$ cat src/rtl/accel_seq_pkg.sv
// Shared types and helpers for the accelerator sequence master.
//   seq_state_e     : sequencer FSM states
//   CTRL_*          : layout of the control/start word written to the accelerator
//   pattern_byte()  : byte i of pattern word k, offset by a seed
package accel_seq_pkg;

   typedef enum logic [2:0] {
      ST_IDLE       = 3'd0,
      ST_WRITE_DATA = 3'd1,
      ST_WRITE_CTRL = 3'd2,
      ST_WAIT_DONE  = 3'd3,
      ST_READ_DATA  = 3'd4,
      ST_DRAIN      = 3'd5,
      ST_FINISH     = 3'd6
   } seq_state_e;

   localparam int WORD_IDX_W = 9;

   localparam logic [7:0] CTRL_START_BYTE = 8'h01;
   localparam int CTRL_START_OFS  = 0;
   localparam int CTRL_NWORDS_OFS = 1;
   localparam int CTRL_INC_OFS    = 2;

   function automatic logic [7:0] pattern_byte(input logic [WORD_IDX_W-1:0] k,
                                               input int unsigned byte_i,
                                               input int unsigned bytes_per_word,
                                               input logic [7:0] seed);
      int unsigned sum;
      sum = bytes_per_word * 32'(k) + byte_i + 32'(seed);
      return sum[7:0];
   endfunction

endpackage

$ cat src/rtl/accel_seq_checker.sv
// Read-data checker for the sequence master.
//   clk, rst_n   : clock, async active-low reset
//   clr_i        : clear the error counter (new run accepted)
//   chk_en_i     : a read request is on the bus this cycle
//   word_idx_i   : word index of that read request
//   inc_i        : per-byte increment the accelerator is expected to apply
//   rdata_i      : read data, valid one cycle after the request
//   err_cnt_o    : saturating count of mismatching words
//   mismatch_o   : the word returned this cycle mismatches (combinational)
module accel_seq_checker
   import accel_seq_pkg::*;
#(
   parameter int DATA_WIDTH = 32,
   parameter int SEED       = 0
) (
   input  logic                  clk,
   input  logic                  rst_n,
   input  logic                  clr_i,
   input  logic                  chk_en_i,
   input  logic [WORD_IDX_W-1:0] word_idx_i,
   input  logic [7:0]            inc_i,
   input  logic [DATA_WIDTH-1:0] rdata_i,
   output logic [15:0]           err_cnt_o,
   output logic                  mismatch_o
);

   localparam int BPW = DATA_WIDTH / 8;
   localparam logic [7:0] SEED_B = 8'(SEED);

   logic [DATA_WIDTH-1:0] exp_q, exp_d;
   logic                  vld_q, vld_d;
   logic [15:0]           err_q, err_d;

   // Expected word is captured alongside the request so it lines up with
   // the data returned on the following cycle.
   assign mismatch_o = vld_q && (rdata_i != exp_q);
   assign err_cnt_o  = err_q;

   always_comb begin
      vld_d = chk_en_i;
      exp_d = '0;
      for (int i = 0; i < BPW; i++) begin
         exp_d[8*i +: 8] = pattern_byte(word_idx_i, i, BPW, SEED_B) + inc_i;
      end
      err_d = err_q;
      if (clr_i) begin
         err_d = '0;
      end else if (mismatch_o && (err_q != 16'hFFFF)) begin
         err_d = err_q + 16'd1;
      end
   end

   always_ff @(posedge clk or negedge rst_n) begin
      if (!rst_n) begin
         exp_q <= '0;
         vld_q <= 1'b0;
         err_q <= '0;
      end else begin
         exp_q <= exp_d;
         vld_q <= vld_d;
         err_q <= err_d;
      end
   end

endmodule

$ cat src/rtl/accel_seq_master.sv
// Bus master that exercises the accelerator memory port: writes a pattern,
// writes the control/start word, waits for done, reads back and checks.
//   clk, rst_n          : clock, async active-low reset
//   start_i             : 1-cycle start pulse, honoured only when idle
//   num_words_i         : words per run (clamped to MAX_WORDS), sampled on start
//   increment_i         : per-byte increment, sampled on start
//   busy_o, finished_o  : run in progress / end-of-run pulse
//   pass_o, timeout_o   : result of the last run
//   err_cnt_o           : mismatching words in the last run (saturating)
//   mem_*               : memory port (rdata valid one cycle after a read)
//   accel_done_i        : accelerator done level
//
// state         | meaning
// --------------+--------------------------------------------------
// ST_IDLE       | waiting for start_i
// ST_WRITE_DATA | writing pattern word idx to the data memory
// ST_WRITE_CTRL | writing the control/start word
// ST_WAIT_DONE  | waiting for accel_done_i, timeout down-counter running
// ST_READ_DATA  | reading word idx back
// ST_DRAIN      | no request; last read word is checked
// ST_FINISH     | finished_o pulse, result flags valid
//
// All outputs are registered: next-state and next-index are resolved first,
// then the bus outputs are decoded from them.
module accel_seq_master
   import accel_seq_pkg::*;
#(
   parameter int INT_ADDR_WIDTH = 20,
   parameter int DATA_WIDTH     = 32,
   parameter int CTRL_BASE_ADDR = 0,
   parameter int DATA_BASE_ADDR = 1 << (INT_ADDR_WIDTH - 1),
   parameter int MAX_WORDS      = 256,
   parameter int TIMEOUT_CYCLES = 4096,
   parameter int SEED           = 0
) (
   input  logic                      clk,
   input  logic                      rst_n,
   input  logic                      start_i,
   input  logic [7:0]                num_words_i,
   input  logic [7:0]                increment_i,
   output logic                      busy_o,
   output logic                      finished_o,
   output logic                      pass_o,
   output logic                      timeout_o,
   output logic [15:0]               err_cnt_o,
   output logic                      mem_req_o,
   output logic [INT_ADDR_WIDTH-1:0] mem_addr_o,
   output logic                      mem_we_o,
   output logic [DATA_WIDTH/8-1:0]   mem_be_o,
   output logic [DATA_WIDTH-1:0]     mem_wdata_o,
   input  logic [DATA_WIDTH-1:0]     mem_rdata_i,
   input  logic                      accel_done_i
);

   localparam int BPW   = DATA_WIDTH / 8;
   localparam int TMR_W = $clog2(TIMEOUT_CYCLES) + 1;
   localparam logic [WORD_IDX_W-1:0]     MAX_N     = WORD_IDX_W'(MAX_WORDS);
   localparam logic [TMR_W-1:0]          TMR_LOAD  = TMR_W'(TIMEOUT_CYCLES - 1);
   localparam logic [7:0]                SEED_B    = 8'(SEED);
   localparam logic [INT_ADDR_WIDTH-1:0] DATA_BASE = INT_ADDR_WIDTH'(DATA_BASE_ADDR);
   localparam logic [INT_ADDR_WIDTH-1:0] CTRL_BASE = INT_ADDR_WIDTH'(CTRL_BASE_ADDR);

   seq_state_e                state_q, state_d;
   logic [WORD_IDX_W-1:0]     idx_q, idx_d;
   logic [WORD_IDX_W-1:0]     n_q, n_d;
   logic [7:0]                inc_q, inc_d;
   logic [TMR_W-1:0]          tmr_q, tmr_d;
   logic                      busy_q, busy_d;
   logic                      finished_q, finished_d;
   logic                      pass_q, pass_d;
   logic                      timeout_q, timeout_d;
   logic                      mem_req_q, mem_req_d;
   logic                      mem_we_q, mem_we_d;
   logic [BPW-1:0]            mem_be_q, mem_be_d;
   logic [INT_ADDR_WIDTH-1:0] mem_addr_q, mem_addr_d;
   logic [DATA_WIDTH-1:0]     mem_wdata_q, mem_wdata_d;

   logic chk_clr;
   logic chk_mismatch;
   logic [15:0] chk_err_cnt;

   accel_seq_checker #(
      .DATA_WIDTH (DATA_WIDTH),
      .SEED       (SEED)
   ) u_checker (
      .clk        (clk),
      .rst_n      (rst_n),
      .clr_i      (chk_clr),
      .chk_en_i   (state_q == ST_READ_DATA),
      .word_idx_i (idx_q),
      .inc_i      (inc_q),
      .rdata_i    (mem_rdata_i),
      .err_cnt_o  (chk_err_cnt),
      .mismatch_o (chk_mismatch)
   );

   always_comb begin
      state_d   = state_q;
      idx_d     = idx_q;
      n_d       = n_q;
      inc_d     = inc_q;
      tmr_d     = tmr_q;
      pass_d    = pass_q;
      timeout_d = timeout_q;
      chk_clr   = 1'b0;

      case (state_q)
         ST_IDLE: begin
            if (start_i) begin
               chk_clr   = 1'b1;
               pass_d    = 1'b0;
               timeout_d = 1'b0;
               idx_d     = '0;
               inc_d     = increment_i;
               n_d       = (WORD_IDX_W'(num_words_i) > MAX_N) ? MAX_N : WORD_IDX_W'(num_words_i);
               if (n_d == '0) begin
                  state_d = ST_FINISH;
                  pass_d  = 1'b1;
               end else begin
                  state_d = ST_WRITE_DATA;
               end
            end
         end
         ST_WRITE_DATA: begin
            if (idx_q == n_q - WORD_IDX_W'(1)) begin
               idx_d   = '0;
               state_d = ST_WRITE_CTRL;
            end else begin
               idx_d = idx_q + WORD_IDX_W'(1);
            end
         end
         ST_WRITE_CTRL: begin
            tmr_d   = TMR_LOAD;
            state_d = ST_WAIT_DONE;
         end
         ST_WAIT_DONE: begin
            // Done wins over timeout on the terminal cycle.
            if (accel_done_i) begin
               idx_d   = '0;
               state_d = ST_READ_DATA;
            end else if (tmr_q == '0) begin
               timeout_d = 1'b1;
               state_d   = ST_FINISH;
            end else begin
               tmr_d = tmr_q - TMR_W'(1);
            end
         end
         ST_READ_DATA: begin
            if (idx_q == n_q - WORD_IDX_W'(1)) begin
               state_d = ST_DRAIN;
            end else begin
               idx_d = idx_q + WORD_IDX_W'(1);
            end
         end
         ST_DRAIN: begin
            // The last word is being checked this cycle, so include it.
            state_d = ST_FINISH;
            pass_d  = (chk_err_cnt == 16'd0) && !chk_mismatch;
         end
         ST_FINISH: begin
            state_d = ST_IDLE;
         end
         default: begin
            state_d = ST_IDLE;
         end
      endcase

      busy_d      = (state_d != ST_IDLE);
      finished_d  = (state_d == ST_FINISH);
      mem_req_d   = 1'b0;
      mem_we_d    = 1'b0;
      mem_be_d    = '0;
      mem_addr_d  = '0;
      mem_wdata_d = '0;

      case (state_d)
         ST_WRITE_DATA: begin
            mem_req_d  = 1'b1;
            mem_we_d   = 1'b1;
            mem_be_d   = '1;
            mem_addr_d = DATA_BASE + INT_ADDR_WIDTH'(idx_d);
            for (int i = 0; i < BPW; i++) begin
               mem_wdata_d[8*i +: 8] = pattern_byte(idx_d, i, BPW, SEED_B);
            end
         end
         ST_WRITE_CTRL: begin
            mem_req_d     = 1'b1;
            mem_we_d      = 1'b1;
            mem_be_d[2:0] = 3'b111;
            mem_addr_d    = CTRL_BASE;
            mem_wdata_d[8*CTRL_START_OFS  +: 8] = CTRL_START_BYTE;
            mem_wdata_d[8*CTRL_NWORDS_OFS +: 8] = n_d[7:0];
            mem_wdata_d[8*CTRL_INC_OFS    +: 8] = inc_d;
         end
         ST_READ_DATA: begin
            mem_req_d  = 1'b1;
            mem_addr_d = DATA_BASE + INT_ADDR_WIDTH'(idx_d);
         end
         default: begin
         end
      endcase
   end

   always_ff @(posedge clk or negedge rst_n) begin
      if (!rst_n) begin
         state_q     <= ST_IDLE;
         idx_q       <= '0;
         n_q         <= '0;
         inc_q       <= '0;
         tmr_q       <= '0;
         busy_q      <= 1'b0;
         finished_q  <= 1'b0;
         pass_q      <= 1'b0;
         timeout_q   <= 1'b0;
         mem_req_q   <= 1'b0;
         mem_we_q    <= 1'b0;
         mem_be_q    <= '0;
         mem_addr_q  <= '0;
         mem_wdata_q <= '0;
      end else begin
         state_q     <= state_d;
         idx_q       <= idx_d;
         n_q         <= n_d;
         inc_q       <= inc_d;
         tmr_q       <= tmr_d;
         busy_q      <= busy_d;
         finished_q  <= finished_d;
         pass_q      <= pass_d;
         timeout_q   <= timeout_d;
         mem_req_q   <= mem_req_d;
         mem_we_q    <= mem_we_d;
         mem_be_q    <= mem_be_d;
         mem_addr_q  <= mem_addr_d;
         mem_wdata_q <= mem_wdata_d;
      end
   end

   assign busy_o      = busy_q;
   assign finished_o  = finished_q;
   assign pass_o      = pass_q;
   assign timeout_o   = timeout_q;
   assign err_cnt_o   = chk_err_cnt;
   assign mem_req_o   = mem_req_q;
   assign mem_we_o    = mem_we_q;
   assign mem_be_o    = mem_be_q;
   assign mem_addr_o  = mem_addr_q;
   assign mem_wdata_o = mem_wdata_q;

endmodule

$ cat config.mk
export PLATFORM = sky130hd
export DESIGN_NAME = accel_seq_master
export DESIGN_NICKNAME = d
export VERILOG_FILES = /design/src/rtl/accel_seq_pkg.sv /design/src/rtl/accel_seq_checker.sv /design/src/rtl/accel_seq_master.sv
export SDC_FILE = /design/constraint.sdc
export NUM_CORES = 1
export LEC_CHECK = 0
export BUFFER_PORTS_ARGS = -buffer_cell sky130_fd_sc_hd__buf_2
export CAP_MARGIN = 40
export CORE_ASPECT_RATIO = 0.8
export CORE_UTILIZATION = 55
export DETAILED_ROUTE_END_ITERATION = 10
export HOLD_SLACK_MARGIN = 0.02
export PLACE_DENSITY = 0.76
export SLEW_MARGIN = 20
export SYNTH_ARGS = -nofsm -noshare
export SYNTH_HDL_FRONTEND = slang
export SYNTH_SLANG_ARGS = --single-unit
$ cat constraint.sdc
create_clock -name clk -period 3.74 [get_ports clk]
set_clock_uncertainty 0.05 [all_clocks]
set_input_delay 0.561 -clock clk [delete_from_list [all_inputs] [get_ports clk]]
set_output_delay 0.561 -clock clk [all_outputs]
set_load 0.02 [all_outputs]
---- Word-level counts from Yosys, hierarchy flattened ----
Cells that the tools add are included.
cells by class
  magnitude comparators ................... 1
  reduce and logical (&&, ||, !) cells .... 20
  muxes and demuxes ....................... 38
  eq/ne operators ......................... 16
  $add $sub $neg .......................... 15
operators by type and width
  operator                                             number
  case mux 24 bit (2 select lines)                     1
  2-to-1 mux 9 bit                                     5
  2-to-1 mux 8 bit                                     5
  case mux 9 bit (4 select lines)                      1
  adder 8 x 2 -> 8 bit, second input constant          4
  adder 8 bit                                          4
  2-to-1 mux 16 bit                                    2
  inequality test 32 bit                               1
  2-to-1 mux 13 bit                                    2
  case mux 13 bit (2 select lines)                     1
  2-to-1 mux 3 bit                                     7
  adder 20 x 9 -> 20 bit, first input constant         1
  2-to-1 mux 20 bit                                    1
  case mux 3 bit (6 select lines)                      1
  adder 16 x 1 -> 16 bit, second input constant        1
  adder 8 x 1 -> 8 bit, second input constant          2
  logical NOT 16 bit                                   1
  inequality test 16 bit, second input constant        1
  logical NOT 13 bit                                   1
  subtractor 13 x 1 -> 13 bit, second input constant   1
  equality test 3 bit, second input constant           4
  2-to-1 mux 1 bit                                     10
  adder 9 x 1 -> 9 bit, second input constant          1
  equality test 3 x 2 -> 1 bit, second input constant  3
  other kinds (17)                                     29
storage, ports and cells
  register bits after elaboration ......... 153
  bits of input ports ..................... 52
  logic and storage cells ................. 108
  output and inout bits ................... 78

---- Longest topological paths before layout ----
Gate-level depths: netlist (run 1).
  depth in word-level cells ............... 9
  depth in mapped cells ................... 13
  gate-level depth less buffers ........... 12

---- Modules after synthesis ----
Synthesis (run 1) repeated with hierarchy kept, for this count alone.
unflattened totals
  cells, all modules ...................... 648
  area, all modules ....................... 6,795.3 um2
modules (own cells, without submodules)
  module             seq. area each (um2)  times used  cells each  area each (um2)
  accel_seq_master   2,177.1               1           389         4,106.4
  accel_seq_checker  1,176.1               1           259         2,688.8

---- Worst setup path after synthesis (run 1) ----
No wires, ideal clock.
  kind .................................... reg-to-reg
  start ................................... register n_q[0]
  end ..................................... register mem_wdata_q[18] (netlist: mem_wdata_o[18])
  stages on the path, launching flop included .. 14
  arrival ................................. 2.844 ns
  data required time ...................... 3.572 ns
  setup time .............................. 0.118 ns
  period minus slack after synthesis ...... 3.012 ns
  path buffers ............................ 1
  slack ................................... 0.728 ns
  cell sequence ........................... dfrtp_1 -> inv_1 -> ha_1 -> nor3b_2 -> nor2b_1 -> o41a_1 -> a221oi_4 -> inv_2 -> buf_2 -> ha_1 -> nor2_1 -> a221oi_1 -> nor2_1 -> a21o_1
on the way
  word-level cells in the longest chain between the ends .. 6
  elaborated cells on any way between the ends .. 12
  those cells by class .................... add/sub (2); eq/ne (3); mux (7)
RTL lines
  item                                                                                RTL line                                          RTL
  start: declaration                                                                  accel_seq_master.sv:65                            logic [WORD_IDX_W-1:0] n_q, n_d;
  start signal: assignment                                                            accel_seq_master.sv:223                           n_q <= n_d;
  subtractor 9 x 1 -> 9 bit (*)                                                       accel_seq_master.sv:125, accel_seq_master.sv:149
  equality test 9 bit (*)                                                             accel_seq_master.sv:125, accel_seq_master.sv:149
  2-to-1 mux 9 bit, or another cell as far along                                      accel_seq_master.sv:149                           if (idx_q == n_q - WORD_IDX_W'(1)) begin
  case mux 9 bit (4 select lines) or case mux 3 bit (6 select lines) (tied branches)  accel_seq_master.sv:107                           case (state_q)
  adder 8 x 2 -> 8 bit, or another cell as far along                                  accel_seq_pkg.sv:29                               sum = bytes_per_word * 32'(k) + byte_i + 32'(seed);
  case mux 24 bit (2 select lines) (*)                                                accel_seq_master.sv:176                           case (state_d)
  net mem_wdata_d[18]                                                                 accel_seq_master.sv:76                            logic [DATA_WIDTH-1:0] mem_wdata_q, mem_wdata_d;
  end signal: assignment                                                              accel_seq_master.sv:234                           mem_wdata_q <= mem_wdata_d;
  end: declaration                                                                    accel_seq_master.sv:76
Mark *: on every way through the listed nets, which the timed path passes. The rest lies on a longest branch.
A chain may end at the register's enable or synchronous reset.

---- Final worst setup path (run 1) ----
  start ................................... register n_q[0]
  end ..................................... register mem_wdata_q[21] (netlist: mem_wdata_o[21])
Same word-level chain as after synthesis.

==> results.yml, run 1 <==
yosys:
  synth-seq-cells: 134
  ys_async_sr_fraction: 1.00
  ys_types: 63
  syn_avg_cell_area_um2: 10.2
  postSynthCellCount: 641
  synth_edf_count: 0
  yosysSeqAreaShare: 0.511
  synth_flop_cell: "dfrtp_1"
  synth_area_mm2: 0.00656
  yosys_warnings: 0
clock_tree:
  clkTransAtPathRegs_ns: 0.06
  cts_buffer_depth: 2
  clockRootBuffer: "clkbuf_16"
  clock-sinks: 134
  clock_latency_ns: 0.42
  post_cts_buffers: 0
  numCtsBuffers: 17
  post_cts_resized: 0
  postCtsHoldBufs: 0
  cts.htree.levels: 4
  cts_tree: "done"
route:
  drc: 0
  drtAntennaViolNets: 0
  dr.pass1.iters: 5
  drt_iter0_markers: 534
  wl_mm: 15.8
  vias_per_cell: 5.64
  vias: 5182
  wl_per_cell_um: 17.2
place:
  dp_hpwl_mm: 11.0
  portBuffers: 118
  routabilityCongestion: 0.890
setup_path:
  cp.arrival_ns: 3.24
  critPathLaunchType: "flop"
  cp.buffers_inverters: 2
  rrSetupSlack_ns: 0.71
  critPathSlowestCell: "a211oi_1"
  critPathTopFamily: "compound AO/OA/AOI/OAI gates"
  cpPeakStageDelay_ns: 0.68
  critPathCaptureType: "flop"
  worstPathMaxFanout: 17
  cp.required_ns: 3.96
  cp_cell_sequence: "inv_1 -> ha_1 -> nor4b_2 -> a21oi_1 -> nand4b_1 -> a221oi_4 -> buf_4 -> nor3_1 -> a211oi_1 -> o2bb2ai_1"
  setup.worst_path.class: "flop to flop"
  crit_path_start: "n_q[0]"
  reg2reg_from: "n_q[0]"
grt:
  antenna_found_initial: 0
  gr-total-overflow: 0
  grt_pass1_vias: 5033
  grt_pass1_wl_mm: 25.4
  grt_max_degree: 61
  grt_usage: 0.274
sta:
  finalSetupViolCount: 0
  slew_headroom: 0.475
  final.min_clock_period_ns: 3.03
  whs_ns: 0.159
  hold_violations: 0
  fmax_mhz: 331
  rsz0062_at_grt: "false"
  tns_ns: 0
  worstMarginPinSlew_ns: 0.783
  fin_crit_sh: 0.809
  maxSlewViolCount: 0
floorplan:
  die_y_um: 99.7
  start_util: 0.568
  design.portCount: 130
  placementRows: 35
  core_mm2: 0.0116
  die-area_mm2: 0.0124
  fp.dieW_um: 124
finish:
  area_growth_syn_to_layout_pct: 19.8
  layout.cells.most_common: "dfrtp_1"
  final_cell_mix: "134 x dfrtp_1, 117 x buf_2, 69 x nand2_1"
  drive_gt1_frac: 0.226
  diodes: 0
  nets: 826
flow_run:
  drv_cap: 0
pwr:
  peakVddDrop_v: 0.000415
  powerDensity_mw_per_mm2: 824
  leakage_nw: 3.98
worst_hold_path:
  min_path_type: "input port to asynchronous set/reset pin"
run_status:
  status: "finished, final reports clean"
## worst register-to-register path, stage by stage, from the launching register on
cell and delay (ns):
dfrtp_1 0.41, inv_1 0.08, ha_1 0.19, nor4b_2 0.38
a21oi_1 0.12, nand4b_1 0.24, a221oi_4 0.25, buf_4 0.26
nor3_1 0.08, a211oi_1 0.68, o2bb2ai_1 0.15
## area by class of cell
type,count,area (um^2)
sequential,134,3350
fill,897,3700
timing repair buffer,128,668
clock buffer,19,443
tap,148,185
clock inverter,13,180
multi-input combinational,445,2920
inverter,31,116
## cells by family (layout without fill, tap and decap cells)
group / count (synthesis) / in the layout / synth area share
adder cells (fa/ha/maj): 17 / 17 / 0.0347
multiplexers: 2 / 2 / 0.00324
AO/OA/AOI/OAI: 98 / 98 / 0.101
flip-flops: 134 / 134 / 0.511
buffers and inverters: 72 / 191 / 0.0511
XOR/XNOR: 84 / 84 / 0.114
AND/OR/NAND/NOR: 233 / 233 / 0.184
other: 1 / 11 / 0.000571
## sequential cells by signal, summed over array words and instances, names as in the netlist
name,cells
mem_wdata_o,30
u_checker.exp_q,30
u_checker.err_cnt_o,16
tmr_q,13
mem_addr_o,10
idx_q,9
inc_q,8
n_q,8
state_q,3
busy_o,1
finished_o,1
mem_be_o,1
mem_req_o,1
pass_o,1
timeout_o,1
u_checker.vld_q,1
## synthesized netlist by cell type, types with 17 or more instances
cell        n  area, um^2
dfrtp_1   134        3350
nand2_1    69         259
xor2_1     49         429
nor2_1     42         158
xnor2_1    34         298
inv_1      29         109
o21ai_0    26         130
a21oi_1    23         115
nor3_1     21         105
nor4_1     21         131
clkbuf_1   20        75.1
nand3_1    17        85.1
## report_power, final
part / internal, W / total [W] / switching (W) / leakage (nW)
Sequential: 0.00190 / 0.00228 / 0.000380 / 1.69
Clock: 0.00113 / 0.00175 / 0.000623 / 0.299
Combinational: 0.000935 / 0.00245 / 0.00151 / 1.98
## worst paths after layout
kind | cells after the start | endpoint
min in group clk | 3 | inc_q[6]
setup reg to reg | 10 | mem_wdata_o[21]
hold / removal | 1 | u_checker.exp_q[10]
hold reg to reg | 0 | u_checker.exp_q[1]
max in group asynchronous | 2 | u_checker.err_cnt_o[3]
setup / recovery | 10 | mem_wdata_o[21]
## metrics by stage
step / setup WS, ns / total power, W / utilization / instances / area (um^2)
CTS: 0.752 / 0.00648 / 0.680 / 918 / 7860
finish: 0.715 / 0.00648 / 0.680 / 918 / 7860
global route: 0.416 / 0.00687 / 0.680 / 918 / 7860
global placement: 0.919 / 0.00460 / 0.626 / 886 / 7240
detailed placement: 0.756 / 0.00470 / 0.626 / 886 / 7240
floorplan: 0.728 / 0.00397 / - / 651 / 6600
## layer usage
layer	GRT usage	share of wire	vias up
met1	0.377	0.44	2521
li1	-	-	2406
met4	0.0925	0.018	0
met2	0.416	0.47	230
met3	0.0768	0.074	25
met5	0	0	-
(Power assumes the default switching activity.)
==> run 2, diff against run 1 <==
- clock period: 3.74 -> 3.1 ns (I/O delays scaled with it)
==> results.yml, run 2 (synthesized netlist as in run 1, its figures left out) <==
sta:
  worstMarginPinSlew_ns: 0.772
  finalSetupViolCount: 0
  fmax_mhz: 345
  fin_crit_sh: 0.936
  rsz0062_at_grt: "false"
  final.min_clock_period_ns: 2.90
  maxSlewViolCount: 0
  hold_violations: 0
  whs_ns: 0.224
  tns_ns: 0
  slew_headroom: 0.483
clock_tree:
  numCtsBuffers: 17
  post_cts_resized: 0
  clkTransAtPathRegs_ns: 0.06
  clock-sinks: 134
  cts_tree: "done"
  clockRootBuffer: "clkbuf_16"
  cts.htree.levels: 4
  cts_buffer_depth: 2
  clock_latency_ns: 0.41
setup_path:
  critPathLaunchType: "flop"
  reg2reg_depth: 10
  cp.required_ns: 3.38
  cp.arrival_ns: 3.18
  worstPathMaxFanout: 17
  critPathCaptureType: "flop"
  setup.worst_path.class: "flop to flop"
floorplan:
  fp.dieW_um: 124
  core_mm2: 0.0116
  placementRows: 35
  design.portCount: 130
  start_util: 0.568
  die_y_um: 99.7
  die-area_mm2: 0.0124
finish:
  final.fill_count: 904
  area_growth_syn_to_layout_pct: 20.3
  multiInputGateArea_mm2: 0.00292
  layout.cells.most_common: "dfrtp_1"
  final_cell_mix: "134 x dfrtp_1, 117 x buf_2, 69 x nand2_1"
  seq_area_mm2: 0.00335
  nets: 832
  drive_gt1_frac: 0.231
  diodes: 0
route:
  drt_iter0_markers: 388
  drtAntennaViolNets: 0
  vias: 5182
  wl_per_cell_um: 16.8
  vias_per_cell: 5.61
  wl_mm: 15.5
  dr.pass1.iters: 5
  drc: 0
pwr:
  peakVddDrop_v: 0.000550
  power.total_w: 0.00769
  leakage_nw: 3.98
  powerDensity_mw_per_mm2: 974
grt:
  antenna_found_initial: 0
  gr-total-overflow: 0
  grt_most_used_layer: "met2"
  met1_usage: 0.375
  grt_pass1_vias: 5036
  met3_usage: 0.0505
  grt_pass1_wl_mm: 24.9
  grt_usage: 0.268
  grt_max_degree: 77
  use_met2: 0.409
place:
  routabilityCongestion: 0.903
  portBuffers: 118
  dp_hpwl_mm: 11.0
worst_hold_path:
  min_path_type: "input port to flop"
  hold_depth: 3
run_status:
  status: "finished, final reports clean"
flow_run:
  drv_cap: 0
[run 2: cell types whose count changed in the layout (fill, tap and decap cells not counted)]
cell           delta
buf_4             +4
buf_12            +1
clkinvlp_4        +3
inv_6             +3
dlygate4sd3_1     +1
clkinv_2          -4
bufinv_16         -2
[run 2: final cells by class]
| class | count | area share |
|---|---|---|
| flip-flops and latches | 134 | 0.425 |
| multi-input cells | 445 | 0.370 |
| repair buffers | 134 | 0.0923 |
| clock buffers | 19 | 0.0561 |
| well taps | 148 | 0.0235 |
| clock inverters | 13 | 0.0189 |
| inverters | 31 | 0.0147 |
[run 2: worst paths after layout]
kind / startpoint / end / slack, ns
hold / removal: increment_i[7] / inc_q[7] / 0.22
hold reg to reg: timeout_o / timeout_o / 0.44
setup reg to reg: n_q[0] / mem_addr_o[7] / 0.20
setup / recovery: n_q[0] / mem_addr_o[7] / 0.20
max in group asynchronous: rst_n / mem_addr_o[5] / 1.80
min in group asynchronous: rst_n / u_checker.exp_q[10] / 0.45
[run 2: metal layers]
layer | wire (um) | part of all wire
met5 | 0 | 0
met1 | 7220 | 0.46
met4 | 353 | 0.023
met3 | 978 | 0.063
met2 | 7000 | 0.45
[run 2: stage by stage]
| step | cells | cell area, um^2 | setup WS, ns | util |
|---|---|---|---|---|
| 6_report | 924 | 7890 | 0.199 | 0.683 |
| 5_1_grt | 924 | 7890 | 0.0256 | 0.683 |
| 4_1_cts | 924 | 7890 | 0.201 | 0.683 |
| 3_5_place_dp | 891 | 7290 | 0.267 | 0.631 |
| 3_3_place_gp | 891 | 7290 | 0.378 | 0.631 |
| 2_1_floorplan | 651 | 6600 | 0.0879 | - |
[run 2: power by group]
group	internal, W	switching [W]	total, W
registers	0.00229	0.000455	0.00275
logic	0.00116	0.00181	0.00297
clock network	0.00121	0.000762	0.00198
[run 2: worst max-delay path, cell delays in order (launching register included)]
cell and delay, ns:
dfrtp_1 0.42, inv_1 0.09, ha_1 0.18, nor4b_2 0.34, nand3_1 0.13, nand4b_1 0.15, a221oi_4 0.06, buf_4 0.21
o21ai_1 0.49, or4b_1 0.52, a31oi_1 0.18
[run 2: timing repair]
action / in CTS / in global routing
buffers inserted: 0 / 0
hold endpoints to repair: 23 / 0
endpoints found under the setup margin: 0 / 0
hold buffers: 1 / 0
==> run 3, diff against run 2 <==
- CELL_PAD_IN_SITES_DETAIL_PLACEMENT: default -> 1
- CELL_PAD_IN_SITES_GLOBAL_PLACEMENT: default -> 2
- CORE_UTILIZATION: 55 -> 35
==> results.yml, run 3 (synthesized netlist as in run 1, its figures left out) <==
sta:
  finalSetupViolCount: 0
  maxSlewViolCount: 0
  worstMarginPinSlew_ns: 0.831
  hold_violations: 0
  fmax_mhz: 349
  layout_setup_ws_ns: 0.237
  fin_crit_sh: 0.923
  final.min_clock_period_ns: 2.86
  slew_headroom: 0.444
  rsz0062_at_grt: "false"
  tns_ns: 0
grt:
  use_met2: 0.335
  grt_usage: 0.206
  grt_pass1_vias: 5422
  antenna_found_initial: 0
  grt_max_degree: 56
  grt_pass1_wl_mm: 30.1
  grt_most_used_layer: "met2"
  met3_usage: 0.0442
  met1_usage: 0.277
  gr-total-overflow: 0
place:
  postPlaceCellArea_mm2: 0.00743
  post-place-ws_ns: 0.149
  portBuffers: 118
  routabilityCongestion: 0.901
  place_inst: 996
  dp_hpwl_mm: 13.7
finish:
  diodes: 0
  nets: 832
  layout.cells.most_common: "dfrtp_1"
  drive_gt1_frac: 0.235
  seq_area_mm2: 0.00335
  final_cells: 1029
  fin_area_mm2: 0.00799
  final_cell_mix: "134 x dfrtp_1, 117 x buf_2, 69 x nand2_1"
  final.fill_count: 2035
  multiInputGateArea_mm2: 0.00293
  area_growth_syn_to_layout_pct: 21.8
clock_tree:
  numCtsBuffers: 17
  cts_buffer_depth: 2
  clock_latency_ns: 0.42
  clockRootBuffer: "clkbuf_16"
  clkTransAtPathRegs_ns: 0.06
  cts_tree: "done"
  clock-sinks: 134
  cts.htree.levels: 4
  post_cts_buffers: 0
setup_path:
  cp.required_ns: 3.39
  critPathCaptureType: "flop"
  critPathLaunchType: "flop"
  reg2reg_depth: 10
  cp.arrival_ns: 3.15
  worstPathMaxFanout: 17
  setup.worst_path.class: "flop to flop"
run_status:
  status: "finished, final reports clean"
pwr:
  peakVddDrop_v: 0.000388
  power.total_w: 0.00772
  powerDensity_mw_per_mm2: 966
  leakage_nw: 3.96
route:
  vias_per_cell: 4.98
  vias: 5125
  drt_iter0_markers: 278
  dr.pass1.iters: 4
  wl_mm: 18.6
  wl_per_cell_um: 18.1
  drc: 0
  drtAntennaViolNets: 0
floorplan:
  start_util: 0.360
  fp.dieW_um: 155
  die_y_um: 124
  design.portCount: 130
  die-area_mm2: 0.0193
  placementRows: 44
  core_mm2: 0.0182
worst_hold_path:
  hold_depth: 3
  min_path_type: "input port to flop"
flow_run:
  drv_cap: 0
-- run 3: final cells by class --
| cell class | count | area share |
|---|---|---|
| tap | 253 | 0.0396 |
| inverter | 31 | 0.0146 |
| multi-input combinational | 445 | 0.366 |
| clock inverter | 15 | 0.0153 |
| timing repair buffer | 134 | 0.0916 |
| clock buffer | 17 | 0.0532 |
| sequential | 134 | 0.419 |
-- run 3: metrics by stage --
stage	utilization	hold WS [ns]
6_report	0.439	0.203
2_1_floorplan	-	0.119
5_1_grt	0.439	0.215
3_3_place_gp	0.408	0.401
3_5_place_dp	0.408	0.405
4_1_cts	0.438	0.195
-- run 3: worst paths after layout --
kind | startpoint | end | slack (ns)
max | n_q[0] | mem_addr_o[8] | 0.24
min | increment_i[7] | inc_q[7] | 0.20
max reg2reg | n_q[0] | mem_addr_o[8] | 0.24
min reg2reg | inc_q[1] | u_checker.exp_q[1] | 0.45
max in group asynchronous | rst_n | u_checker.exp_q[5] | 1.72
min in group asynchronous | rst_n | u_checker.err_cnt_o[5] | 0.50
-- run 3: per-layer routing --
metal  routed length, um  part of all wire
met5                   0                 0
met4                 149            0.0080
met3                 742             0.040
met2                9070              0.49
met1                8680              0.47
-- run 3: report_power, final --
group	total, W	internal, W	switching, W
combinational	0.00310	0.00118	0.00192
sequential	0.00274	0.00229	0.000454
clock	0.00188	0.00104	0.000846
total	0.00772	0.00451	0.00322
-- run 3: critical path, stage by stage (launching register included) --
cell      delay (ns)
dfrtp_1         0.41
inv_1           0.09
ha_1            0.20
nor4b_2         0.37
nand3_1         0.14
nand4b_1        0.15
a221oi_4        0.05
buf_4           0.22
or4b_1          0.55
or3b_1          0.40
a31oi_1         0.15
-- run 3: timing repair --
item                                    CTS  global route
endpoints found under the hold margin    50             0
gates resized for setup                   0             2
hold buffers                              1             0
endpoints found under the setup margin    0             3
